$ cat src/rtl/aes_inv_key_expand_pkg.sv
`default_nettype none
// ============================================================================
//  Module  : aes_inv_key_expand_pkg
//  Purpose : Shared definitions for the decrypt-side AES-128 key schedule.
//            Holds the controller state encoding, the round-count constant,
//            the round-constant table and the byte S-box function.
//  Ports   : none (package)
//  Revision: 1.0 - initial release
// ============================================================================
package aes_inv_key_expand_pkg;

    localparam int NR_AES128 = 10;

    typedef enum logic [1:0] {
        ST_IDLE   = 2'd0,
        ST_EXPAND = 2'd1,
        ST_READY  = 2'd2
    } state_t;

    // Round constant for forward step index 0..9; other indices return 0.
    function automatic logic [7:0] rcon(input logic [3:0] idx);
        logic [7:0] r;
        case (idx)
            4'd0:    r = 8'h01;
            4'd1:    r = 8'h02;
            4'd2:    r = 8'h04;
            4'd3:    r = 8'h08;
            4'd4:    r = 8'h10;
            4'd5:    r = 8'h20;
            4'd6:    r = 8'h40;
            4'd7:    r = 8'h80;
            4'd8:    r = 8'h1b;
            4'd9:    r = 8'h36;
            default: r = 8'h00;
        endcase
        return r;
    endfunction

    function automatic logic [7:0] gf_xtime(input logic [7:0] a);
        return {a[6:0], 1'b0} ^ (a[7] ? 8'h1b : 8'h00);
    endfunction

    function automatic logic [7:0] gf_mul(input logic [7:0] a, input logic [7:0] b);
        logic [7:0] p;
        logic [7:0] t;
        p = 8'h00;
        t = a;
        for (int i = 0; i < 8; i++) begin
            if (b[i]) p = p ^ t;
            t = gf_xtime(t);
        end
        return p;
    endfunction

    // Multiplicative inverse as x^254 (x^2 * x^4 * ... * x^128); maps 0 to 0.
    function automatic logic [7:0] gf_inv(input logic [7:0] x);
        logic [7:0] r;
        logic [7:0] p;
        r = 8'h01;
        p = x;
        for (int i = 1; i < 8; i++) begin
            p = gf_mul(p, p);
            r = gf_mul(r, p);
        end
        return r;
    endfunction

    function automatic logic [7:0] rotl8(input logic [7:0] b, input int n);
        return 8'((b << n) | (b >> (8 - n)));
    endfunction

    // Forward S-box: field inverse followed by the affine transform.
    function automatic logic [7:0] sbox(input logic [7:0] x);
        logic [7:0] b;
        b = gf_inv(x);
        return b ^ rotl8(b, 1) ^ rotl8(b, 2) ^ rotl8(b, 3) ^ rotl8(b, 4) ^ 8'h63;
    endfunction

endpackage
`default_nettype wire

$ cat src/rtl/aes_inv_key_expand_sub_word.sv
`default_nettype none
// ============================================================================
//  Module  : aes_inv_key_expand_sub_word
//  Purpose : SubWord(RotWord(w)) - rotates a 32-bit word left by one byte and
//            passes each byte through the AES S-box. Purely combinational.
//  Ports   : word_in  [31:0] in  - word to transform
//            word_out [31:0] out - S-box substituted, rotated word
//  Revision: 1.0 - initial release
// ============================================================================
module aes_inv_key_expand_sub_word
    import aes_inv_key_expand_pkg::*;
(
    input  logic [31:0] word_in,
    output logic [31:0] word_out
);

    logic [31:0] rot;

    assign rot = {word_in[23:0], word_in[31:24]};

    for (genvar b = 0; b < 4; b++) begin : g_sbox
        assign word_out[8*b +: 8] = sbox(rot[8*b +: 8]);
    end

endmodule
`default_nettype wire

$ cat src/rtl/aes_inv_key_expand.sv
`default_nettype none
// ============================================================================
//  Module  : aes_inv_key_expand
//  Purpose : Decrypt-side AES-128 key schedule. A key load runs the forward
//            expansion for NR cycles to reach the last round key, which is
//            also kept for rewind. Each accepted 'next' then steps one round
//            backward with the inverse expansion.
//  Ports   : clk       in       rising-edge clock
//            rst       in       asynchronous active-low reset
//            kld       in       load key / restart expansion
//            key       in  128  cipher key, word0 = key[127:96]
//            next      in       step back one round (READY, rk_round != 0)
//            rew       in       rewind to the last round key (READY)
//            busy      out      forward expansion in progress
//            rk_valid  out      rk holds a valid round key
//            rk_round  out  4   round index of rk
//            rk        out 128  current round key, word0 = rk[127:96]
//  Revision: 1.0 - initial release
// ============================================================================
module aes_inv_key_expand
    import aes_inv_key_expand_pkg::*;
#(
    parameter int NR = NR_AES128
) (
    input  logic         clk,
    input  logic         rst,
    input  logic         kld,
    input  logic [127:0] key,
    input  logic         next,
    input  logic         rew,
    output logic         busy,
    output logic         rk_valid,
    output logic [3:0]   rk_round,
    output logic [127:0] rk
);

    localparam logic [3:0] LAST_ROUND = 4'(NR);
    localparam logic [3:0] LAST_STEP  = 4'(NR - 1);

    state_t       state;
    logic [127:0] last_key;

    logic [31:0]  w0, w1, w2, w3;
    logic [31:0]  sub_in, sub_out;
    logic [3:0]   rc_idx;
    logic [31:0]  rc_word;
    logic [127:0] fwd_key, rev_key;
    logic         expanding;

    assign {w0, w1, w2, w3} = rk;
    assign expanding = (state == ST_EXPAND);

    // The single SubWord unit sees w3 going forward and the recovered
    // previous-round w3 (w3^w2) going backward.
    assign sub_in  = expanding ? w3 : (w3 ^ w2);
    // Stepping back from round r reuses the constant of forward step r-1.
    assign rc_idx  = expanding ? rk_round : (rk_round - 4'd1);
    assign rc_word = {rcon(rc_idx), 24'h0};

    aes_inv_key_expand_sub_word u_sub_word (
        .word_in  (sub_in),
        .word_out (sub_out)
    );

    logic [31:0] f0, f1, f2, f3;
    assign f0 = w0 ^ sub_out ^ rc_word;
    assign f1 = w1 ^ f0;
    assign f2 = w2 ^ f1;
    assign f3 = w3 ^ f2;
    assign fwd_key = {f0, f1, f2, f3};

    assign rev_key = {w0 ^ sub_out ^ rc_word, w1 ^ w0, w2 ^ w1, w3 ^ w2};

    always_ff @(posedge clk or negedge rst) begin
        if (!rst) begin
            state    <= ST_IDLE;
            rk       <= '0;
            rk_round <= '0;
            rk_valid <= 1'b0;
            busy     <= 1'b0;
            last_key <= '0;
        end else if (kld) begin
            // Load wins over everything and aborts any work in progress.
            state    <= ST_EXPAND;
            rk       <= key;
            rk_round <= '0;
            rk_valid <= 1'b0;
            busy     <= 1'b1;
        end else begin
            case (state)
                ST_EXPAND: begin
                    rk       <= fwd_key;
                    rk_round <= rk_round + 4'd1;
                    if (rk_round == LAST_STEP) begin
                        last_key <= fwd_key;
                        busy     <= 1'b0;
                        rk_valid <= 1'b1;
                        state    <= ST_READY;
                    end
                end
                ST_READY: begin
                    if (rew) begin
                        rk       <= last_key;
                        rk_round <= LAST_ROUND;
                    end else if (next && (rk_round != 4'd0)) begin
                        rk       <= rev_key;
                        rk_round <= rk_round - 4'd1;
                    end
                end
                default: begin
                    // IDLE: wait for a key load.
                end
            endcase
        end
    end

endmodule
`default_nettype wire
$ cat config.mk
export PLATFORM = sky130hd
export DESIGN_NAME = aes_inv_key_expand
export DESIGN_NICKNAME = d
export VERILOG_FILES = /design/src/rtl/aes_inv_key_expand_pkg.sv /design/src/rtl/aes_inv_key_expand_sub_word.sv /design/src/rtl/aes_inv_key_expand.sv
export SDC_FILE = /design/constraint.sdc
export NUM_CORES = 2
export LEC_CHECK = 0
export CORE_ASPECT_RATIO = 0.75
export CORE_UTILIZATION = 55
export DETAILED_ROUTE_END_ITERATION = 10
export DONT_BUFFER_PORTS = 1
export PLACE_DENSITY = 0.7
export SLEW_MARGIN = 5
export SYNTH_ARGS = -nofsm -noshare
export SYNTH_HDL_FRONTEND = slang
export SYNTH_SLANG_ARGS = --single-unit
$ cat constraint.sdc
create_clock -name clk -period 21.8 [get_ports clk]
set_input_delay 5.45 -clock clk [delete_from_list [all_inputs] [get_ports clk]]
set_output_delay 5.45 -clock clk [all_outputs]
set_load 0.02 [all_outputs]
==> flow_summary.ini <==
[global_routing]
grt_pass1_vias = 64220
grt_overflow = 0
track_usage_pct = 35.34
antenna_found_initial = 25
grt_max_degree = 263
grt_pass1_wl_mm = 391.6

[hold_path]
min_to = last_key[76]
worstHoldStart = last_key[76]
hold_class = flip-flop to flip-flop
hold_path_depth = 2

[job]
drv_cap = 0

[die]
die_height_um = 322.9
die_area_um2 = 138800
start_util_pct = 55.51
num_io_pins = 267
die_width_um = 429.8
coreArea_um2 = 136000
rows = 117

[timing]
min_period_over_period_pct = 94.90
finClkSkew_ps = 35.84
slew_headroom_pct = 11.27
hold_viol = 0
min_period_ps = 20690
fmax_mhz = 48.34
tns_ps = 0
maxSlewViolCount = 0
rsz0062_at_grt = false
setup_violations = 0
worst_slew_pin_slew_ps = 1331

[placed_design]
gp_congestion = 0.9948
numPortBuffers = 0
place_hpwl_mm = 187.2

[setup_path]
r2r_end = rk[10]
r2r-start = rk_valid
crit_fanout = 41
reg2reg_slack_ps = 1110
end_kind = flip-flop
crit_top_cell = xnor2_1
cp-start-kind = flip-flop
arrival_ps = 21090
worstPathRequired_ps = 22210
path_class = flip-flop to flip-flop
critPathSlowestCell = ha_1
cp_slowest_stage_delay_ps = 950
reg2regPathDepth = 57

[drt]
first_iter_violations = 8653
vias_per_cell = 6.402
drc_errors = 0
drtAntennaViolNets = 0
vias = 70640
firstDrtPassIters = 8
routed_wl_mm = 256.5
routedWlPerCell_um = 23.24

[clocking]
tritoncts = done
cts_sinks = 262
clk_latency_ps = 600
clock_path_buffers = 3
cts_made_buffers = 34
path_clk_slew_ps = 60
root_buffer = clkbuf_16
post-cts-setup-buffer-count = 0
cts_max_level = 2

[logic_synthesis]
synth_compound_area_share_pct = 18.61
ys_async_sr_fraction_pct = 100.0
synth_mux_area_share_pct = 4.899
ys_ff_latch = 262
ys_seq_area_share_pct = 8.685
synth_adder_area_share_pct = 0.3646
synthesis.nets = 9726
synth-xor-area-share_pct = 44.08
syn_inst = 9571
syn-cell-area_um2 = 75490
synth-simple-area-share_pct = 17.99
synth_cell_types = 146
yosys_most_used_dff = dfrtp_1
yosysWarnings = 0
synth_top_family_by_area = XOR/XNOR gates
postSynthAreaPerCell_um2 = 7.888
synth_edf_count = 0

[finish]
syn_to_final_growth_pct = 3.260
nets = 9364
drive_gt1_share_pct = 10.88
final_common_cell = xnor2_1
most-common-layout-cells = xnor2_1 (1,649), nor2_1 (1,236), nand2_1 (940), o21ai_0 (567), a21oi_1 (505)

[status]
status = completed
per-layer routing:
layer,up-vias,track usage [%],part of all wire [%]
met5,-,0,0.047
met4,18,14.74,4.4
met3,497,5.272,10
met2,3708,52.58,43
met1,33950,50.82,43
li1,32470,-,-
worst max-delay path, delay by kind of cell (launching register included):
| kind | cells | cell delay, ps |
|---|---|---|
| xor+xnor | 39 | 14660 |
| simple gates | 10 | 1880 |
| buf+inv | 4 | 1660 |
| fa+ha+maj | 2 | 1370 |
| flops | 1 | 510 |
| compound gates | 2 | 370 |
state kept, by name (all words and copies together) (netlist names):
signal,cells
last_key,128
rk,128
rk_round,4
rk_valid,1
state,1
worst max path at each step:
stage	depth (start not counted)	to	slack [ps]	startpoint
floorplan	71	last_key[24]	5220	rk_valid
global placement	61	rk[61]	1640	state[0]
detailed placement	61	rk[61]	1180	state[0]
CTS	61	rk[61]	1110	state[0]
global route	58	rk[61]	70	state[0]
finish	57	rk[10]	1110	rk_valid
cell type report:
class	instances	area, um2
multi-input combinational	8488	65310
fill	12510	58040
inverter	135	514.2
sequential	262	6556
clock buffer	45	952.2
timing repair buffer	288	2175
clock inverter	14	173.9
antenna	18	45.04
tap	1785	2233
cells in the mapped netlist, types with 56 or more instances:
cell type,number,area [um2]
xnor2_1,1684,14750
nor2_1,1241,4658
nand2_1,942,3536
o21ai_0,567,2838
a21oi_1,505,2527
xor2_1,489,4283
clkbuf_1,403,1513
xnor3_1,295,6644
dfrtp_1,262,6556
mux2i_1,241,2412
nand3_1,203,1016
nor3_1,200,1001
o22ai_1,171,1070
xnor2_2,165,2684
buf_2,134,670.6
a211oi_1,108,810.8
inv_1,108,405.4
mux2_2,102,1149
o211ai_1,86,645.6
nand2b_1,84,525.5
a31oi_1,83,519.3
a22oi_1,72,540.5
xor2_2,58,943.4
and2_1,56,350.3
per-stage QoR:
step / hold slack, ps / cell area, um2 / worst slack, ps / utilization, % / instances
floorplan: 441.3 / 75490 / 5219 / - / 9571
global placement: 454.3 / 76760 / 1640 / 56.44 / 10960
CTS: 481.4 / 77880 / 1114 / 57.27 / 11020
finish: 476.8 / 77950 / 1113 / 57.32 / 11040
detailed placement: 468.7 / 76760 / 1179 / 56.44 / 10960
global route: 496.1 / 77940 / 72.97 / 57.31 / 11030
repair_timing:
action,CTS,global route
setup endpoints to repair,0,60
gates resized for setup,0,4
hold buffers,0,0
cells by family (layout without fill, tap and decap cells):
family | count (synthesis) | count (layout)
fa+ha+maj | 22 | 22
simple gates | 3080 | 3080
other cells | 0 | 18
mux | 351 | 351
xor+xnor | 2849 | 2849
buf+inv | 821 | 482
flops | 262 | 262
compound gates | 2186 | 2186
Power is not shown: default switching activity piles up to over one toggle a cycle in this logic, so the estimate is an artifact.
